`src/rtl/adc_channel_scanner_if.sv`:
```
`default_nettype none
// ============================================================================
//  Module      : adc_channel_scanner_if
//  Description : Command/response bus between the channel scanner and the
//                modular ADC sample interface (single-beat packets).
//  Revision    : 1.0 - initial release
// ============================================================================
interface adc_channel_scanner_if;
  logic       cmd_valid;
  logic [4:0] cmd_channel;
  logic       cmd_sop;
  logic       cmd_eop;
  logic       cmd_ready;
  logic       rsp_valid;
  logic [4:0] rsp_channel;
  logic [11:0] rsp_data;

  // Scanner side: issues commands, consumes responses
  modport master (
    output cmd_valid, cmd_channel, cmd_sop, cmd_eop,
    input  cmd_ready, rsp_valid, rsp_channel, rsp_data
  );

  // ADC side: accepts commands, produces responses
  modport slave (
    input  cmd_valid, cmd_channel, cmd_sop, cmd_eop,
    output cmd_ready, rsp_valid, rsp_channel, rsp_data
  );
endinterface
`default_nettype wire

```
`src/rtl/adc_channel_scanner.sv`:
```
`default_nettype none
// ============================================================================
//  Module      : adc_channel_scanner
//  Description : Scans a fixed channel list on the ADC, averages 2^AVG_LOG2
//                conversions per channel and holds the latest average of
//                each channel. Single-shot or continuous; a per-command
//                response timeout keeps a lost conversion from stalling.
//  Revision    : 1.0 - initial release
// ============================================================================
module adc_channel_scanner #(
  parameter int                  NUM_CH      = 2,
  parameter logic [5*NUM_CH-1:0] CH_LIST     = {5'd2, 5'd1},
  parameter int                  AVG_LOG2    = 2,
  parameter int                  TIMEOUT_CYC = 1023
) (
  input  wire                   clk_clk,
  input  wire                   reset_reset,
  input  wire                   start,
  input  wire                   continuous,
  adc_channel_scanner_if.master bus,
  output logic [12*NUM_CH-1:0]  result,
  output logic [NUM_CH-1:0]     result_valid,
  output logic                  scan_done,
  output logic                  busy,
  output logic                  timeout_err
);

  localparam int c_idx_w = (NUM_CH > 1) ? $clog2(NUM_CH) : 1;
  localparam int c_cnt_w = (AVG_LOG2 > 0) ? AVG_LOG2 : 1;
  localparam int c_acc_w = 12 + AVG_LOG2;
  localparam int c_tmo_w = $clog2(TIMEOUT_CYC);

  localparam logic [c_idx_w-1:0] c_last_ch  = c_idx_w'(NUM_CH - 1);
  localparam logic [c_cnt_w-1:0] c_last_smp = c_cnt_w'((1 << AVG_LOG2) - 1);
  localparam logic [c_tmo_w-1:0] c_tmo_last = c_tmo_w'(TIMEOUT_CYC - 1);

  typedef enum logic [1:0] {
    S_IDLE  = 2'd0,
    S_ISSUE = 2'd1,
    S_WAIT  = 2'd2,
    S_DONE  = 2'd3
  } state_t;

  state_t                r_state;
  logic [c_idx_w-1:0]    r_ch_idx;
  logic [c_cnt_w-1:0]    r_cnt;
  logic [c_acc_w-1:0]    r_acc;
  logic [c_tmo_w-1:0]    r_tmo;
  logic                  r_cmd_valid;
  logic [4:0]            r_cmd_channel;
  logic [12*NUM_CH-1:0]  r_result;
  logic [NUM_CH-1:0]     r_result_valid;
  logic                  r_scan_done;
  logic                  r_timeout_err;

  logic [4:0]            w_ch_tab [NUM_CH];
  logic [4:0]            w_cur_ch;
  logic [4:0]            w_nxt_ch;
  logic [c_idx_w-1:0]    w_nxt_idx;
  logic                  w_last_ch;
  logic                  w_accept;
  logic                  w_last_smp;
  logic                  w_tmo;
  logic [c_acc_w-1:0]    w_sum;

  // Unpack the channel list into a lookup table indexed by scan position
  for (genvar g = 0; g < NUM_CH; g++) begin : g_ch_tab
    assign w_ch_tab[g] = CH_LIST[5*g +: 5];
  end

  assign w_last_ch  = (r_ch_idx == c_last_ch);
  assign w_nxt_idx  = w_last_ch ? '0 : r_ch_idx + 1'b1;
  assign w_cur_ch   = w_ch_tab[r_ch_idx];
  assign w_nxt_ch   = w_ch_tab[w_nxt_idx];
  // Responses for other channels (stale or foreign) are simply not accepted
  assign w_accept   = bus.rsp_valid && (bus.rsp_channel == w_cur_ch);
  assign w_last_smp = (r_cnt == c_last_smp);
  assign w_tmo      = (r_tmo == c_tmo_last);
  assign w_sum      = r_acc + c_acc_w'(bus.rsp_data);

  // Scan sequencer: command issue, averaging, timeout and result capture
  always_ff @(posedge clk_clk or posedge reset_reset) begin
    if (reset_reset) begin
      r_state        <= S_IDLE;
      r_ch_idx       <= '0;
      r_cnt          <= '0;
      r_acc          <= '0;
      r_tmo          <= '0;
      r_cmd_valid    <= 1'b0;
      r_cmd_channel  <= 5'd0;
      r_result       <= '0;
      r_result_valid <= '0;
      r_scan_done    <= 1'b0;
      r_timeout_err  <= 1'b0;
    end else begin
      r_scan_done <= 1'b0;
      case (r_state)
        S_IDLE: begin
          if (start || continuous) begin
            r_ch_idx      <= '0;
            r_cnt         <= '0;
            r_acc         <= '0;
            r_timeout_err <= 1'b0;
            r_cmd_valid   <= 1'b1;
            r_cmd_channel <= w_ch_tab[0];
            r_state       <= S_ISSUE;
          end
        end
        S_ISSUE: begin
          if (bus.cmd_ready) begin
            r_cmd_valid <= 1'b0;
            r_tmo       <= '0;
            r_state     <= S_WAIT;
          end
        end
        S_WAIT: begin
          if (w_accept && !w_last_smp) begin
            r_acc         <= w_sum;
            r_cnt         <= r_cnt + 1'b1;
            r_cmd_valid   <= 1'b1;
            r_cmd_channel <= w_cur_ch;
            r_state       <= S_ISSUE;
          end else if (w_accept || w_tmo) begin
            // Channel finished, either with a full average or abandoned
            if (w_accept) begin
              r_result[12*int'(r_ch_idx) +: 12] <= w_sum[AVG_LOG2 +: 12];
              r_result_valid[r_ch_idx]         <= 1'b1;
            end else begin
              r_timeout_err <= 1'b1;
            end
            r_acc    <= '0;
            r_cnt    <= '0;
            r_ch_idx <= w_nxt_idx;
            if (w_last_ch) begin
              r_scan_done <= 1'b1;
              r_state     <= S_DONE;
            end else begin
              r_cmd_valid   <= 1'b1;
              r_cmd_channel <= w_nxt_ch;
              r_state       <= S_ISSUE;
            end
          end else begin
            r_tmo <= r_tmo + 1'b1;
          end
        end
        S_DONE: begin
          // Continuous rescan bypasses IDLE so the timeout flag survives
          if (continuous) begin
            r_ch_idx      <= '0;
            r_cmd_valid   <= 1'b1;
            r_cmd_channel <= w_ch_tab[0];
            r_state       <= S_ISSUE;
          end else begin
            r_state <= S_IDLE;
          end
        end
        default: r_state <= S_IDLE;
      endcase
    end
  end

  assign bus.cmd_valid   = r_cmd_valid;
  assign bus.cmd_channel = r_cmd_channel;
  assign bus.cmd_sop     = r_cmd_valid;
  assign bus.cmd_eop     = r_cmd_valid;
  assign result          = r_result;
  assign result_valid    = r_result_valid;
  assign scan_done       = r_scan_done;
  assign timeout_err     = r_timeout_err;
  assign busy            = (r_state != S_IDLE);

endmodule
`default_nettype wire
```
`src/flat_wrapper.sv`:
```
// flat-port wrapper written by rule: the top's interface ports become plain ports
module adc_channel_scanner_flat 
#(
  parameter int                  NUM_CH      = 2,
  parameter logic [5*NUM_CH-1:0] CH_LIST     = {5'd2, 5'd1},
  parameter int                  AVG_LOG2    = 2,
  parameter int                  TIMEOUT_CYC = 1023
)
  (clk_clk, reset_reset, start, continuous, result, result_valid, scan_done, busy, timeout_err, bus_cmd_valid, bus_cmd_channel, bus_cmd_sop, bus_cmd_eop, bus_cmd_ready, bus_rsp_valid, bus_rsp_channel, bus_rsp_data);
  adc_channel_scanner_if bus_i ();
  input  wire clk_clk;
  input  wire reset_reset;
  input  wire start;
  input  wire continuous;
  output logic [12*NUM_CH-1:0] result;
  output logic [NUM_CH-1:0] result_valid;
  output logic scan_done;
  output logic busy;
  output logic timeout_err;
  output wire logic [$bits(bus_i.cmd_valid)-1:0] bus_cmd_valid;
  output wire logic [$bits(bus_i.cmd_channel)-1:0] bus_cmd_channel;
  output wire logic [$bits(bus_i.cmd_sop)-1:0] bus_cmd_sop;
  output wire logic [$bits(bus_i.cmd_eop)-1:0] bus_cmd_eop;
  input wire logic [$bits(bus_i.cmd_ready)-1:0] bus_cmd_ready;
  input wire logic [$bits(bus_i.rsp_valid)-1:0] bus_rsp_valid;
  input wire logic [$bits(bus_i.rsp_channel)-1:0] bus_rsp_channel;
  input wire logic [$bits(bus_i.rsp_data)-1:0] bus_rsp_data;
  assign bus_cmd_valid = bus_i.cmd_valid;
  assign bus_cmd_channel = bus_i.cmd_channel;
  assign bus_cmd_sop = bus_i.cmd_sop;
  assign bus_cmd_eop = bus_i.cmd_eop;
  assign bus_i.cmd_ready = bus_cmd_ready;
  assign bus_i.rsp_valid = bus_rsp_valid;
  assign bus_i.rsp_channel = bus_rsp_channel;
  assign bus_i.rsp_data = bus_rsp_data;
  adc_channel_scanner #(.NUM_CH(NUM_CH), .CH_LIST(CH_LIST), .AVG_LOG2(AVG_LOG2), .TIMEOUT_CYC(TIMEOUT_CYC)) u_core (.clk_clk(clk_clk), .reset_reset(reset_reset), .start(start), .continuous(continuous), .bus(bus_i), .result(result), .result_valid(result_valid), .scan_done(scan_done), .busy(busy), .timeout_err(timeout_err));
endmodule
```
`config.mk`:
```
export PLATFORM = sky130hd
export DESIGN_NAME = adc_channel_scanner_flat
export DESIGN_NICKNAME = d
export VERILOG_FILES = /design/src/rtl/adc_channel_scanner_if.sv /design/src/rtl/adc_channel_scanner.sv /design/src/flat_wrapper.sv
export SDC_FILE = /design/constraint.sdc
export NUM_CORES = 1
export LEC_CHECK = 0
export CAP_MARGIN = 20
export CORE_AREA = 2 2 93 95
export CTS_BUF_LIST = sky130_fd_sc_hd__clkbuf_16
export DETAILED_ROUTE_END_ITERATION = 7
export DIE_AREA = 0 0 95 97
export PLACE_DENSITY_LB_ADDON = 0.25
export SLEW_MARGIN = 20
export SYNTH_ARGS = -nofsm -noshare
export SYNTH_HDL_FRONTEND = slang
export SYNTH_SLANG_ARGS = --single-unit
```
`constraint.sdc`:
```
create_clock -name clk_clk -period 1.9 [get_ports clk_clk]
set_input_delay 0.38 -clock clk_clk [delete_from_list [all_inputs] [get_ports clk_clk]]
set_output_delay 0.38 -clock clk_clk [all_outputs]
set_load 0.1 [all_outputs]
```
# Word-level counts from Yosys, hierarchy flattened
# Cells that the tools add are included.
[classes] n_addsub=5 multipliers=1 magnitude_cmp=4 eq_ne=15 shift=2 mux=55 bitwise=4 reduce_logical=19
[op_table] op="two-way mux 5 bit" n=9
[op_table] op="two-way mux 14 bit" n=3
[op_table] op="negator 32 -> 33 bit" n=1
[op_table] op="variable shift 12 x 33 -> 24 bit, first input constant" n=1
[op_table] op="indexed part select 12 x 33 -> 24 bit" n=1
[op_table] op="two-way mux 10 bit" n=3
[op_table] op="case mux 14 bit (2 select lines)" n=1
[op_table] op="bitwise mux 24 bit" n=1
[op_table] op="two-way mux 1 bit" n=20
[op_table] op="two-way mux 2 bit" n=10
[op_table] op="case mux 10 bit (2 select lines)" n=1
[op_table] op="AND reduction 5 bit" n=4
[op_table] op="case mux 5 bit (3 select lines)" n=1
[op_table] op="adder 14 x 12 -> 14 bit" n=1
[op_table] op="adder 10 x 1 -> 10 bit, second input constant" n=1
[op_table] op="== test 10 bit, second input constant" n=1
[op_table] op="inequality test 2 bit, second input constant" n=5
[op_table] op="case mux 2 bit (4 select lines)" n=1
[op_table] op="AND reduction 4 bit" n=2
[op_table] op="== test 2 bit, second input constant" n=3
[op_table] op="AND reduction 3 bit" n=2
[op_table] op="nonzero test 2 bit" n=3
[op_table] op="== test 5 bit" n=1
[op_table] op=">= comparator 2 bit, second input constant" n=2
[op_table] op="22 further kinds" n=27
[totals] register_bits=63 elab_cells=116

# Logic depth before layout (Yosys ltp)
# Gate-level depths: netlist of the first run.
[depth] depth_word=10 depth_mapped=8 ltp_nobuf=7

# Worst setup path before layout of the first run
# OpenSTA, ideal clock, no wires.
[synth_timing] path_type="input -> register" startpoint="input port bus_rsp_data[0]" endpoint="register u_core.r_result[20], in the netlist u_core.result[20]" setup_ns=0.126 arrival_time_ns=1.928 path_slack_ns=-0.154 cell_stages=7 cell_sequence="ha_1 > fa_1 > a21oi_1 > o221ai_1 > a31oi_1 > xnor2_1 > mux2_2"
[synth_between] elab_chain_cells=3
[synth_rtl] item="start: declaration" line_no="flat_wrapper.sv:27" rtl="input wire logic [$bits(bus_i.rsp_data)-1:0] bus_rsp_data;"
[synth_rtl] item="adder 14 x 12 -> 14 bit" line_no="adc_channel_scanner.sv:79" rtl="assign w_sum = r_acc + c_acc_w'(bus.rsp_data);"
[synth_rtl] item="indexed part select 12 x 33 -> 24 bit" line_no="adc_channel_scanner.sv:126" rtl="r_result[12*int'(r_ch_idx) +: 12] <= w_sum[AVG_LOG2 +: 12];"
[synth_rtl] item="bitwise mux 24 bit" line_no="adc_channel_scanner.sv:126"
[synth_rtl] item="end signal: indexed assignment" line_no="adc_channel_scanner.sv:126"
[synth_rtl] item="end: declaration" line_no="adc_channel_scanner.sv:51" rtl="logic [12*NUM_CH-1:0] r_result;"
# No other way between the ends.
# A chain may end at the register's enable or synchronous reset.

# Worst setup path in the final report of the first run
[layout_timing] startpoint="register u_core.r_acc[0]" endpoint="register u_core.r_result[8], in the netlist u_core.result[8]"
[layout_between] elab_chain_cells=3
[layout_rtl] item="start: declaration" line_no="adc_channel_scanner.sv:47" rtl="logic [c_acc_w-1:0] r_acc;"
[layout_rtl] item="start signal: assignment" line_no="adc_channel_scanner.sv:118" rtl="r_acc <= w_sum;"
[layout_rtl] item="adder 14 x 12 -> 14 bit" line_no="adc_channel_scanner.sv:79"
[layout_rtl] item="indexed part select 12 x 33 -> 24 bit" line_no="adc_channel_scanner.sv:126"
[layout_rtl] item="bitwise mux 24 bit" line_no="adc_channel_scanner.sv:126"
# No other way between the ends.

==> impl_metrics.csv, run 1 <==
group,metric,value,unit
timing,min_period,2.041,ns
cells_and_area,area_delta_synth_final,70.75,%
critical_path,worst-path-max-fanout,3,
logic_synthesis,ys_seq_area_share,44.31,%
cells_and_area,layout.cells.non_filler,607,
timing,final-hold-violation-count,0,
global_route,grt_pass1_vias,3361,
floorplan,rows,33,
detailed_routing,drt-total-wl,11470,um
placed_design,io_buffers,56,
timing,finalSetupViolCount,20,
power,switchingPower,1829,uW
detailed_routing,wl_per_cell,18.89,um
global_route,antenna_found_initial,0,
placed_design,placed_cell_area,0.004857,mm^2
timing,finClkSkew,0.003621,ns
clock_tree,numCtsBuffers,9,
placed_design,hpwl,6594,um
critical_path,cp_slowest_cell,"dfrtp_1",
cells_and_area,fin_area,0.005786,mm^2
power,pwr-share-comb,37.6,%
critical_path,cp.required,2.11,ns
timing,setup_ws,-0.1406,ns
detailed_routing,ant_nets,0,
timing,finalMaxSlewViolations,0,
clock_tree,clk_pin_slew,0.05,ns
placed_design,gp_congestion,0.9496,
clock_tree,root_buffer,"clkbuf_16",
detailed_routing,drc,0,
placed_design,placed_cells,570,
power,vdd_drop_max,613.7,uV
power,internal_power,3143,uW
hold_path,hold_class,"in2async",
run_status,violations,"negative setup slack",
critical_path,path_class,"reg2reg",
detailed_routing,via_per_inst,5.817,
detailed_routing,vias,3531,
global_route,grt-ovfl-total,0,
logic_synthesis,synth_seq_cells,60,
power,swShare,36.78,%
global_route,grt_util_all_layers,22.24,%
detailed_routing,drtPass1Iterations,5,
timing,fin_crit_sh,107.4,%
power,leakagePower,0.002591,uW
power,power_density,859.4,mW/mm^2
critical_path,slowest_delay,0.40,ns
global_route,grt_max_degree,24,
logic_synthesis,synth_edf_count,0,
clock_tree,htree_levels,3,
timing,rsz0062_at_grt,"true",
timing,max_freq,490.1,MHz
critical_path,critPathArrivalTime,2.26,ns
logic_synthesis,yosys.area.top_type_share,44.31,%
logic_synthesis,synth.avg_cell_area,9.438,um^2
clock_tree,cts_sinks,60,
detailed_routing,drt-initial-drc-count,165,
logic_synthesis,ys_top_cells_by_count,"60 x dfrtp_1, 48 x nand2_1, 36 x o21ai_0",
cells_and_area,fin_nets,537,
logic_synthesis,ys_top_cells_by_area,"dfrtp_1 44%, ha_1 5.9%, o21ai_0 5.3%",
floorplan,placeableCoreArea,0.008134,mm^2
logic_synthesis,yosysTopAreaCell,"dfrtp_1",
global_route,grt_first_pass_wirelength,16010,um
floorplan,start_util,41.66,%
logic_synthesis,synth.distinct_cells,61,
logic_synthesis,syn_inst,359,
critical_path,cp-end-kind,"flop",
critical_path,path_cells,"ha_4 -> fa_2 -> a21oi_4 -> o221ai_4 -> a31oi_4 -> xnor2_2 -> mux2_4",
logic_synthesis,syn_area,0.003388,mm^2
clock_tree,insertion_delay,0.33,ns
power,power,4972,uW
floorplan,dieArea,0.009215,mm^2
logic_synthesis,synthArstFlopShare,100.0,%
power,seqPwrFrac,29.6,%
logic_synthesis,synth_most_common_cell,"dfrtp_1",
logic_synthesis,synth_flop_cell,"dfrtp_1",
run,cap_violations,0,
logic_synthesis,yosysWarnings,0,
power,clkPwrFrac,32.8,%
floorplan,die_h,97,um
clock_tree,cts_tree,"built",
run_status,status,"finished, violations left",
floorplan,ios,60,
floorplan,die_width,95,um
cells_and_area,antenna_cells,0,
cells_and_area,drive_gt1_share,41.83,%
critical_path,start_kind,"flop",
clock_tree,cts_max_path_buffers,2,
timing,hold_ws,0.3625,ns
[cells by family (layout without fill, tap and decap cells)]
family	Yosys count	after routing	share of synthesized area [%]
AO/OA/AOI/OAI	98	98	18.57
XOR/XNOR	8	8	2.068
adder cells (fa/ha/maj)	17	17	6.499
buffers and inverters	28	169	4.210
flip-flops	60	60	44.31
multiplexers	9	9	2.733
other	1	3	0.1107
AND/OR/NAND/NOR	138	138	21.49
[final timing paths]
check	start	endpoint	slack [ns]	cells after the start
min in group clk_clk	u_core.result[1]	u_core.result[1]	0.50	2
max	u_core.r_acc[0]	u_core.result[8]	-0.14	7
min	reset_reset	u_core.bus.cmd_channel[1]	0.36	2
max in group asynchronous	reset_reset	u_core.r_acc[12]	1.07	3
min reg2reg	u_core.result[1]	u_core.result[1]	0.50	2
max reg2reg	u_core.r_acc[0]	u_core.result[8]	-0.14	7
[stage by stage]
stage | setup TNS (ns) | utilization (%) | worst slack [ns]
finish | -1.462 | 71.13 | -0.1406
global route | -3.471 | 71.13 | -0.2120
CTS | -1.128 | 66.47 | -0.1773
detailed placement | -29.38 | 59.71 | -0.7057
global placement | -26.05 | 59.71 | -0.5954
floorplan | -0.09435 | - | -0.04717
[layout make-up]
| type | instances | area (um^2) |
|---|---|---|
| clock inverter | 7 | 67.56 |
| fill | 531 | 2349 |
| tap | 105 | 131.4 |
| multi-input combinational | 273 | 2232 |
| clock buffer | 9 | 225.2 |
| timing repair buffer | 143 | 1588 |
| sequential | 60 | 1501 |
| inverter | 10 | 40.04 |
[layout by cell type, fill, tap and decap left out, types with 5 or more instances in the layout]
master	synthesis	routed
buf_12	0	34
o21ai_0	36	15
nor2_1	17	15
dfrtp_1	60	60
nand4_1	9	9
a21oi_2	1	6
ha_4	0	9
clkdlybuf4s50_1	0	8
clkbuf_16	0	9
o21ai_1	1	17
inv_1	10	8
a31oi_1	7	6
buf_6	2	14
mux2i_1	7	7
nor3_1	12	8
dlygate4sd2_1	0	9
nand3_1	12	11
buf_4	5	72
a21oi_1	16	8
a21o_1	5	5
nand2_1	48	48
a22o_1	5	5
ha_1	16	6
[flip-flops by register name, summed over array words and instances, names as in the netlist]
register                flops
u_core.r_ch_idx             1
u_core.r_tmo               10
u_core.result              24
u_core.timeout_err          1
u_core.bus.cmd_eop          1
u_core.r_acc               14
u_core.r_cnt                2
u_core.r_state              2
u_core.scan_done            1
u_core.result_valid         2
u_core.bus.cmd_channel      2
[power groups by stage]
| stage | Combinational, uW | Sequential (uW) | Clock (uW) |
|---|---|---|---|
| 2_1_floorplan | 831 | 1660 | 0 |
| 3_3_place_gp | 1600 | 1480 | 0 |
| 3_5_place_dp | 1620 | 1480 | 0 |
| 4_1_cts | 1700 | 1460 | 1620 |
| 5_1_grt | 1960 | 1490 | 1690 |
| 6_report | 1870 | 1470 | 1630 |
[routing by layer]
layer	vias to the layer above	share of wire (%)	track usage, %
met5	-	0	0
met4	0	3.7	8.027
met3	48	6.3	4.517
met2	153	50	36.55
met1	1734	40	28.77
li1	1596	-	-
[timing repair]
item	4_1_cts	5_1_grt
gates resized for setup	56	73
setup buffers	10	10
setup endpoints to repair	53	48
pin swaps	21	32
cloned	0	2
hold buffers	0	0
[critical path, delay by kind of cell, from the launching register on]
family	cells	cell delay, ns
compound gates	3	0.60
xor+xnor	1	0.10
fa+ha+maj	2	0.55
flops	1	0.40
mux	1	0.28
Note: power is estimated with default switching activity, not from simulation.
==> run 2: changes to the inputs <==
--- a/config.mk
+++ b/config.mk
@@ -8,8 +8,10 @@
 export CAP_MARGIN = 20
 export CORE_AREA = 2 2 93 95
 export CTS_BUF_LIST = sky130_fd_sc_hd__clkbuf_16
+export CTS_CLUSTER_DIAMETER = 200
 export DETAILED_ROUTE_END_ITERATION = 7
 export DIE_AREA = 0 0 95 97
+export GPL_TIMING_DRIVEN = 0
 export PLACE_DENSITY_LB_ADDON = 0.25
 export SLEW_MARGIN = 20
 export SYNTH_ARGS = -nofsm -noshare
==> constraint.sdc (replaced) <==
create_clock -name clk_clk -period 2 [get_ports clk_clk]
set_input_delay 0.4 -clock clk_clk [delete_from_list [all_inputs] [get_ports clk_clk]]
set_output_delay 0.4 -clock clk_clk [all_outputs]
set_load 0.1 [all_outputs]
==> impl_metrics.csv, run 2 (same netlist as run 1, synthesis figures left out) <==
group,metric,value,unit
critical_path,r2r-end,"u_core.result[20]",
cells_and_area,final_cell_mix,"58 x dfrtp_1, 48 x nand2_1, 42 x buf_4",
critical_path,reg2reg_setup_slack,-0.06,ns
clock_tree,htree_levels,3,
timing,max_freq,486.1,MHz
run_status,status,"finished, violations left",
cells_and_area,fin_nets,508,
global_route,antenna_found_initial,0,
run,cap_violations,0,
global_route,grt_max_degree,53,
run_status,violations,"negative setup slack",
floorplan,die_h,97,um
detailed_routing,drt-initial-drc-count,162,
cells_and_area,fin_area,0.005151,mm^2
critical_path,path_class,"reg2reg",
floorplan,dieArea,0.009215,mm^2
clock_tree,insertion_delay,0.33,ns
timing,finClkSkew,0.006558,ns
cells_and_area,layout_commonest_cell,"dfrtp_1",
critical_path,cp-end-kind,"flop",
detailed_routing,vias,3248,
placed_design,io_buffers,56,
global_route,grt_first_pass_wirelength,15320,um
floorplan,placeableCoreArea,0.008134,mm^2
global_route,grt_pass1_vias,3111,
floorplan,ios,60,
power,power_density,895.3,mW/mm^2
clock_tree,numCtsBuffers,9,
timing,slew_headroom,35.74,%
detailed_routing,wl_per_cell,17.15,um
critical_path,crit_path_start,"u_core.r_acc[0]",
cells_and_area,area_delta_synth_final,52.03,%
clock_tree,clk_pin_slew,0.06,ns
cells_and_area,antenna_cells,0,
critical_path,reg2reg_depth,7,
global_route,grt-ovfl-total,0,
detailed_routing,via_per_inst,5.619,
clock_tree,root_buffer,"clkbuf_16",
critical_path,critPathCapture,"u_core.result[20]",
timing,setup_ws,-0.05717,ns
critical_path,cp.required,2.22,ns
cells_and_area,largest_reg_flops,24,
hold_path,hold_class,"in2async",
detailed_routing,drt-total-wl,9913,um
global_route,grt_util_all_layers,21.21,%
timing,min_period,2.057,ns
clock_tree,cts_tree,"built",
timing,hold_ws,0.3194,ns
critical_path,critPathArrivalTime,2.28,ns
timing,finalSetupViolCount,5,
timing,fin_crit_sh,102.9,%
floorplan,rows,33,
detailed_routing,ant_nets,0,
cells_and_area,drive_gt1_share,28.54,%
timing,final-hold-violation-count,0,
clock_tree,cts_max_path_buffers,2,
timing,tightest_slew,0.9677,ns
floorplan,start_util,41.66,%
timing,rsz0062_at_grt,"true",
critical_path,worst-path-max-fanout,3,
placed_design,hpwl,6044,um
timing,finalMaxSlewViolations,0,
placed_design,placed_cell_area,0.004129,mm^2
critical_path,worstReg2RegStart,"u_core.r_acc[0]",
power,leakagePower,0.002397,uW
floorplan,die_width,95,um
power,vdd_drop_max,529.9,uV
placed_design,gp_congestion,0.8758,
clock_tree,cts_sinks,60,
detailed_routing,drc,0,
critical_path,start_kind,"flop",
detailed_routing,drtPass1Iterations,4,
-- run 2: layout make-up --
type                            instances  area [um^2]
Buffer                                 15        106.4
Inverter                               10        40.04
Timing Repair Buffer                   99        874.6
Clock buffer                            9        225.2
Sequential cell                        60         1504
Clock inverter                          7        115.1
Multi-Input combinational cell        273         2155
Tap cell                              105        131.4
Fill cell                             644         2983
-- run 2: critical path, stage by stage (launching register included) --
cell and delay [ns]:
dfrtp_1 0.38, ha_2 0.20, fa_2 0.39, a21oi_4 0.19, o221ai_4 0.16, a31oi_4 0.24, xnor2_2 0.11, mux2_2 0.27
-- run 2: per-stage QoR --
stage,utilization (%),cells,setup slack (ns),power (uW),setup TNS (ns)
2_1_floorplan,-,361,0.02844,2337,0
3_3_place_gp,50.39,522,-1.017,2627,-86.87
3_5_place_dp,50.76,523,-0.7061,2661,-28.70
4_1_cts,60.05,562,-0.2545,4550,-0.5924
5_1_grt,63.33,578,-0.1222,4797,-1.049
6_report,63.33,578,-0.05717,4612,-0.1234
-- run 2: timing repair --
action	4_1_cts	5_1_grt
gates resized for setup	109	43
buffers inserted	23	18
pin swaps	38	34
gates cloned	0	1
hold buffers	0	0
endpoints found under the hold margin	0	0
endpoints found under the setup margin	80	39
-- run 2: routing by layer --
layer	GRT usage (%)	wire, um
met5	0	0
met3	3.193	461
met2	33.22	4790
met4	8.361	185
met1	29.32	4476
-- run 2: worst min-delay path by stage --
stage | start | to
2_1_floorplan | u_core.r_acc[2] | u_core.r_acc[2]
3_3_place_gp | u_core.result_valid[0] | u_core.result_valid[0]
3_5_place_dp | u_core.result_valid[1] | u_core.result_valid[1]
4_1_cts | reset_reset | u_core.bus.cmd_channel[1]
5_1_grt | reset_reset | u_core.bus.cmd_channel[0]
6_report | reset_reset | u_core.bus.cmd_channel[1]
-- run 2: power by group --
group / internal, uW / total (uW) / switching (uW)
logic: 472 / 1430 / 960
registers: 1300 / 1390 / 89.6
clock network: 1210 / 1790 / 580
